**config.mk**
```make
export PLATFORM = sky130hd
export DESIGN_NAME = rsa_core_arbiter
export DESIGN_NICKNAME = d
export VERILOG_FILES = /design/src/rtl/rsa_core_arbiter.sv
export SDC_FILE = /design/constraint.sdc
export NUM_CORES = 1
export LEC_CHECK = 0
export CAP_MARGIN = 0
export CORE_UTILIZATION = 33
export CTS_CLUSTER_SIZE = 40
export DETAILED_ROUTE_END_ITERATION = 7
export GPL_TIMING_DRIVEN = 0
export PLACE_DENSITY = 0.67
export SYNTH_ARGS = -nofsm -noshare
export SYNTH_HDL_FRONTEND = slang
export SYNTH_SLANG_ARGS = --single-unit
```
**constraint.sdc**
```tcl
create_clock -name clk -period 5.5 [get_ports clk]
set_input_delay 0.825 -clock clk [delete_from_list [all_inputs] [get_ports clk]]
set_output_delay 0.825 -clock clk [all_outputs]
set_load 0.01 [all_outputs]
```
**src/rtl/rsa_core_arbiter.sv**
```systemverilog
`default_nettype none
// ============================================================================
//  Module      : rsa_core_arbiter
//  Description : Round-robin arbiter that shares one rsa_encrypt core among
//                NUM_REQ requesters. Latches operands at grant, rejects
//                out-of-range operands, sequences compute/done, aborts stuck
//                jobs after TIMEOUT_CYCLES and returns the ciphertext over a
//                per-requester valid/ready response port.
//  Revision    : 1.0 - initial release
// ============================================================================
module rsa_core_arbiter #(
    parameter int NUM_REQ        = 2,
    parameter int WIDTH          = 32,
    parameter int TIMEOUT_CYCLES = 65536
) (
    input  logic                         clk,
    input  logic                         reset_n,
    input  logic [NUM_REQ-1:0]           req_valid,
    output logic [NUM_REQ-1:0]           req_ready,
    input  logic [NUM_REQ*WIDTH-1:0]     req_M,
    input  logic [NUM_REQ*WIDTH-1:0]     req_e,
    input  logic [NUM_REQ*WIDTH-1:0]     req_n,
    output logic [NUM_REQ-1:0]           rsp_valid,
    input  logic [NUM_REQ-1:0]           rsp_ready,
    output logic [WIDTH-1:0]             rsp_C,
    output logic                         rsp_err,
    output logic                         core_compute,
    output logic [WIDTH-1:0]             core_M,
    output logic [WIDTH-1:0]             core_e,
    output logic [WIDTH-1:0]             core_n,
    input  logic [WIDTH-1:0]             core_C,
    input  logic                         core_done,
    output logic                         busy,
    output logic [$clog2(NUM_REQ)-1:0]   owner
);

    localparam int IDX_W = $clog2(NUM_REQ);
    localparam int TMR_W = $clog2(TIMEOUT_CYCLES) + 1;

    localparam logic [TMR_W-1:0] TMR_LAST = TMR_W'(TIMEOUT_CYCLES - 1);
    localparam logic [IDX_W-1:0] PTR_INIT = IDX_W'(NUM_REQ - 1);

    localparam logic [2:0] ST_IDLE  = 3'd0;
    localparam logic [2:0] ST_CHECK = 3'd1;
    localparam logic [2:0] ST_RUN   = 3'd2;
    localparam logic [2:0] ST_RESP  = 3'd3;
    localparam logic [2:0] ST_DRAIN = 3'd4;

    logic [2:0]       state_q,   state_d;
    logic [IDX_W-1:0] rr_ptr_q,  rr_ptr_d;
    logic [IDX_W-1:0] owner_q,   owner_d;
    logic [WIDTH-1:0] m_q,       m_d;
    logic [WIDTH-1:0] e_q,       e_d;
    logic [WIDTH-1:0] n_q,       n_d;
    logic             compute_q, compute_d;
    logic [WIDTH-1:0] rsp_c_q,   rsp_c_d;
    logic             rsp_err_q, rsp_err_d;
    logic [TMR_W-1:0] timer_q,   timer_d;

    logic             grant_found;
    logic [IDX_W-1:0] grant_idx;

    logic [WIDTH-1:0] m_arr [NUM_REQ];
    logic [WIDTH-1:0] e_arr [NUM_REQ];
    logic [WIDTH-1:0] n_arr [NUM_REQ];

    generate
        for (genvar gi = 0; gi < NUM_REQ; gi++) begin : g_slice
            assign m_arr[gi] = req_M[gi*WIDTH +: WIDTH];
            assign e_arr[gi] = req_e[gi*WIDTH +: WIDTH];
            assign n_arr[gi] = req_n[gi*WIDTH +: WIDTH];
        end
    endgenerate

    // Round-robin pick: indices above the last grant first, then wrap to 0..rr_ptr
    always_comb begin
        grant_found = 1'b0;
        grant_idx   = '0;
        for (int i = 0; i < NUM_REQ; i++) begin
            if (!grant_found && req_valid[i] && (IDX_W'(i) > rr_ptr_q)) begin
                grant_found = 1'b1;
                grant_idx   = IDX_W'(i);
            end
        end
        for (int i = 0; i < NUM_REQ; i++) begin
            if (!grant_found && req_valid[i] && (IDX_W'(i) <= rr_ptr_q)) begin
                grant_found = 1'b1;
                grant_idx   = IDX_W'(i);
            end
        end
    end

    // Job sequencer: grant/latch, range check, run with timeout, respond, drain done
    always_comb begin
        state_d   = state_q;
        rr_ptr_d  = rr_ptr_q;
        owner_d   = owner_q;
        m_d       = m_q;
        e_d       = e_q;
        n_d       = n_q;
        compute_d = compute_q;
        rsp_c_d   = rsp_c_q;
        rsp_err_d = rsp_err_q;
        timer_d   = timer_q;
        case (state_q)
            ST_IDLE: begin
                if (grant_found) begin
                    m_d       = m_arr[grant_idx];
                    e_d       = e_arr[grant_idx];
                    n_d       = n_arr[grant_idx];
                    owner_d   = grant_idx;
                    rr_ptr_d  = grant_idx;
                    rsp_c_d   = '0;
                    rsp_err_d = 1'b0;
                    state_d   = ST_CHECK;
                end
            end
            ST_CHECK: begin
                // Operands the core cannot handle are rejected without starting it
                if ((n_q < WIDTH'(2)) || (m_q >= n_q)) begin
                    rsp_err_d = 1'b1;
                    rsp_c_d   = '0;
                    state_d   = ST_RESP;
                end else begin
                    compute_d = 1'b1;
                    timer_d   = '0;
                    state_d   = ST_RUN;
                end
            end
            ST_RUN: begin
                // done is tested first so a result arriving on the last cycle is kept
                if (core_done) begin
                    rsp_c_d   = core_C;
                    rsp_err_d = 1'b0;
                    compute_d = 1'b0;
                    state_d   = ST_RESP;
                end else if (timer_q == TMR_LAST) begin
                    rsp_c_d   = '0;
                    rsp_err_d = 1'b1;
                    compute_d = 1'b0;
                    state_d   = ST_RESP;
                end else begin
                    timer_d = timer_q + TMR_W'(1);
                end
            end
            ST_RESP: begin
                if (rsp_ready[owner_q]) begin
                    state_d = ST_DRAIN;
                end
            end
            ST_DRAIN: begin
                // Wait for the core to drop done so the next job never sees it
                if (!core_done) begin
                    state_d = ST_IDLE;
                end
            end
            default: begin
                state_d = ST_IDLE;
            end
        endcase
    end

    // State and datapath registers with synchronous active-low reset
    always_ff @(posedge clk) begin
        if (!reset_n) begin
            state_q   <= ST_IDLE;
            rr_ptr_q  <= PTR_INIT;
            owner_q   <= '0;
            m_q       <= '0;
            e_q       <= '0;
            n_q       <= '0;
            compute_q <= 1'b0;
            rsp_c_q   <= '0;
            rsp_err_q <= 1'b0;
            timer_q   <= '0;
        end else begin
            state_q   <= state_d;
            rr_ptr_q  <= rr_ptr_d;
            owner_q   <= owner_d;
            m_q       <= m_d;
            e_q       <= e_d;
            n_q       <= n_d;
            compute_q <= compute_d;
            rsp_c_q   <= rsp_c_d;
            rsp_err_q <= rsp_err_d;
            timer_q   <= timer_d;
        end
    end

    // Accept is offered only while idle and out of reset
    always_comb begin
        req_ready = '0;
        if (reset_n && (state_q == ST_IDLE) && grant_found) begin
            req_ready[grant_idx] = 1'b1;
        end
    end

    // Response valid goes only to the requester that owns the job
    always_comb begin
        rsp_valid = '0;
        if (state_q == ST_RESP) begin
            rsp_valid[owner_q] = 1'b1;
        end
    end

    assign rsp_C        = rsp_c_q;
    assign rsp_err      = rsp_err_q;
    assign core_compute = compute_q;
    assign core_M       = m_q;
    assign core_e       = e_q;
    assign core_n       = n_q;
    assign busy         = (state_q != ST_IDLE);
    assign owner        = owner_q;

endmodule
`default_nettype wire

```
==> run_results.csv <==
group,metric,value,unit
logic_synthesis,syn-mean-instance-area,9.260,sq um
critical_path,cp-start-kind,"primary input",
floorplanning,die-area,0.02263,sq mm
logic_synthesis,synth.most_common_cell,"dfxtp_1",
detailed_routing,viasPerCell,5.016,
logic_synthesis,synth-seq-cells,152,
cts,hold_buffers,0,
placed_design,portBuffers,366,
floorplanning,fp.dieH,150.4,um
cts,h-tree-depth,4,
logic_synthesis,ys_types,52,
run_status,outcome,"completed",
cts,cts_resized,0,
placed_design,dp_hpwl,21.66,mm
layout,area_growth_syn_to_layout,62.79,%
detailed_routing,wirelength,27.08,mm
sta,slew_headroom,43.34,%
sta,fin_crit,4.224,ns
layout,ff_latch_area,0.003043,sq mm
cts,postCtsSetupBuffers,0,
flow_run,drv_cap,0,
logic_synthesis,synthArstFlopShare,0,%
cts,cts_buffers,17,
pwr,total_power,0.005261,W
cts,cts_sinks,152,
sta,max_freq,0.2368,GHz
logic_synthesis,synth_area_leaders,"dfxtp_1, mux2i_1, a211oi_1, nor2_1, ha_1",
global_route,grt_first_pass_wirelength,40.48,mm
sta,setup_viol,0,
cts,path_clk_slew,0.06,ns
global_route,grt_max_degree,17,
critical_path,crit_path_end_kind,"output port",
cts,cts_tree,"built",
sta,rsz0062_at_grt,"no",
detailed_routing,drc,0,
layout,fin_area,0.01183,sq mm
detailed_routing,wl_per_cell,18.57,um
floorplanning,initial_core_util,34.15,%
placed_design,dp.cells,1426,
global_route,antenna_found_initial,0,
global_route,grt.overflow.total,0,
logic_synthesis,synthFlopType,"dfxtp_1",
logic_synthesis,synth_top_cell_by_area,"dfxtp_1",
global_route,grt_pass1_vias,7183,
worst_hold_path,worst_hold_path_type,"flip-flop to flip-flop",
sta,fin_setup_tns,0,ns
pwr,powerDensity,444.6,mW/mm^2
layout,drive_above_1_share,5.917,%
critical_path,crit_family,"buffers and inverters",
logic_synthesis,syn_nets,1050,
critical_path,crit_type,"primary input to output port",
logic_synthesis,synth_cells,785,
sta,hold_viol_final,0,
layout,fin_cells,1458,
sta,fin_crit_sh,76.79,%
cts,insertion_delay,0.43,ns
floorplanning,boundaryPins,367,
layout,finalNetCount,1435,
logic_synthesis,syn_area,0.007269,sq mm
critical_path,path_cells,"clkdlybuf4s50_1, a21boi_0, buf_2, buf_2, buf_2, nor4_1, clkdlybuf4s50_1",
critical_path,path_buf_inv,5,
detailed_routing,ant_nets,0,
critical_path,crit_path_max_incr_delay,0.55,ns
critical_path,worstPathArrival,3.40,ns
floorplanning,core_area,0.02129,sq mm
critical_path,critPathSlowestCell,"clkdlybuf4s50_1",
layout,multiInputGateArea,0.003826,sq mm
detailed_routing,vias,7313,
critical_path,crit_fanout,10,
sta,tightest_slew,0.8500,ns
logic_synthesis,synth_top_area_share,41.86,%
cts,clk_path_buf_depth,2,
layout,n_antenna_cell,0,
layout,n_fill_cell,1960,
sta,skew,0.009083,ns
detailed_routing,drt_iter0_drc,415,
global_route,grt_usage,23.86,%
logic_synthesis,ys_seq_area_share,41.86,%
pwr,ir_worst_vdd,0.0001992,V
detailed_routing,dr.pass1.iters,5,
logic_synthesis,synth-edff-count,0,
floorplanning,row_count,53,
placed_design,gp_congestion,0.8210,
critical_path,worstPathRequired,4.68,ns
cts,root_buffer,"clkbuf_16",
pwr,p_leak,4.456,nW
logic_synthesis,yosys_warnings,0,
placed_design,place_area,0.01128,sq mm
floorplanning,die_x,150.4,um
logic_synthesis,synthTopCellsByCount,"dfxtp_1, nor2_1, a211oi_1, mux2i_1, inv_1",
sta,report.final.slew_viol_count,0,
critical_path,cp_common_cell,"buf_2",
-- report_power, final --
part / switching, W / internal (W) / leakage (nW)
Combinational: 0.00128 / 0.00119 / 2.94
Clock: 0.000504 / 0.000600 / 0.266
Sequential: 0.000284 / 0.00140 / 1.25
-- layer usage --
metal / share of wire (%) / global-route usage (%) / vias to the layer above
li1: - / - / 3644
met2: 49 / 41.08 / 275
met3: 6.9 / 5.606 / 35
met5: 0 / 0 / -
met1: 42 / 29.00 / 3359
met4: 2.3 / 7.980 / 0
-- registers in the layout (all words and copies together), names as in the netlist --
| signal | count |
|---|---|
| owner | 1 |
| core_M | 32 |
| core_compute | 1 |
| core_e | 32 |
| rsp_C | 32 |
| rsp_err | 1 |
| timer_q | 17 |
| state_q | 3 |
| rr_ptr_q | 1 |
| core_n | 32 |
-- worst reg2reg max path, stage by stage, from the launching register on --
cell	delay (ns)
dfxtp_1	0.40
ha_1	0.23
nand3_2	0.12
or2_1	0.28
or3_4	0.41
or2_4	0.28
nor2_4	0.13
and3_1	0.16
ha_1	0.20
nor2_1	0.07
nand2_1	0.33
clkbuf_1	0.44
nand3_1	0.24
mux2i_1	0.16
-- per-stage QoR --
step / worst slack [ns] / util (%) / hold WS (ns)
2_1_floorplan: 2.480 / - / 0.4237
3_3_place_gp: 1.261 / 52.98 / 0.4452
3_5_place_dp: 1.279 / 52.98 / 0.4535
4_1_cts: 1.264 / 55.59 / 0.4652
5_1_grt: 1.056 / 55.59 / 0.4850
6_report: 1.276 / 55.59 / 0.4637
-- cell families (layout without fill, tap and decap cells) --
logic type               Yosys count  after routing  synth area share (%)
AO/OA/AOI/OAI                    201            201                 20.28
adder cells (fa/ha/maj)           34             34                 5.852
buffers and inverters             93            491                 5.508
flip-flops                       152            152                 41.86
multiplexers                      99             99                 13.65
AND/OR/NAND/NOR                  206            206                 12.86
-- final timing paths --
check                                         startpoint                       end  slack, ns  depth (start not counted)
worst max register to register   timer_q[0]$_SDFFE_PN0P_      rsp_err$_SDFFE_PN0P_       1.93                         13
worst min-delay path            timer_q[16]$_SDFFE_PN0P_  timer_q[16]$_SDFFE_PN0P_       0.46                          2
worst max-delay path                        req_valid[1]              req_ready[0]       1.28                          7
worst min register to register  timer_q[16]$_SDFFE_PN0P_  timer_q[16]$_SDFFE_PN0P_       0.46                          2
-- layout by cell type, fill, tap and decap left out, types with 20 or more instances in the layout --
master,count
nor2_1,120
ha_1,34
inv_1,36
o21ai_0,22
dfxtp_1,152
a211oi_1,98
buf_2,20
clkdlybuf4s50_1,366
nand2_1,31
a22o_1,32
mux2i_1,98
clkbuf_1,31
-- layout make-up --
| type | count | share of cell area [%] |
|---|---|---|
| sequential | 152 | 25.71 |
| clock inverter | 14 | 0.9939 |
| clock buffer | 18 | 3.711 |
| tap | 275 | 2.908 |
| buffer | 56 | 2.210 |
| inverter | 37 | 1.174 |
| multi-input combinational | 540 | 32.33 |
| timing repair buffer | 366 | 30.96 |
(Power assumes the default switching activity.)
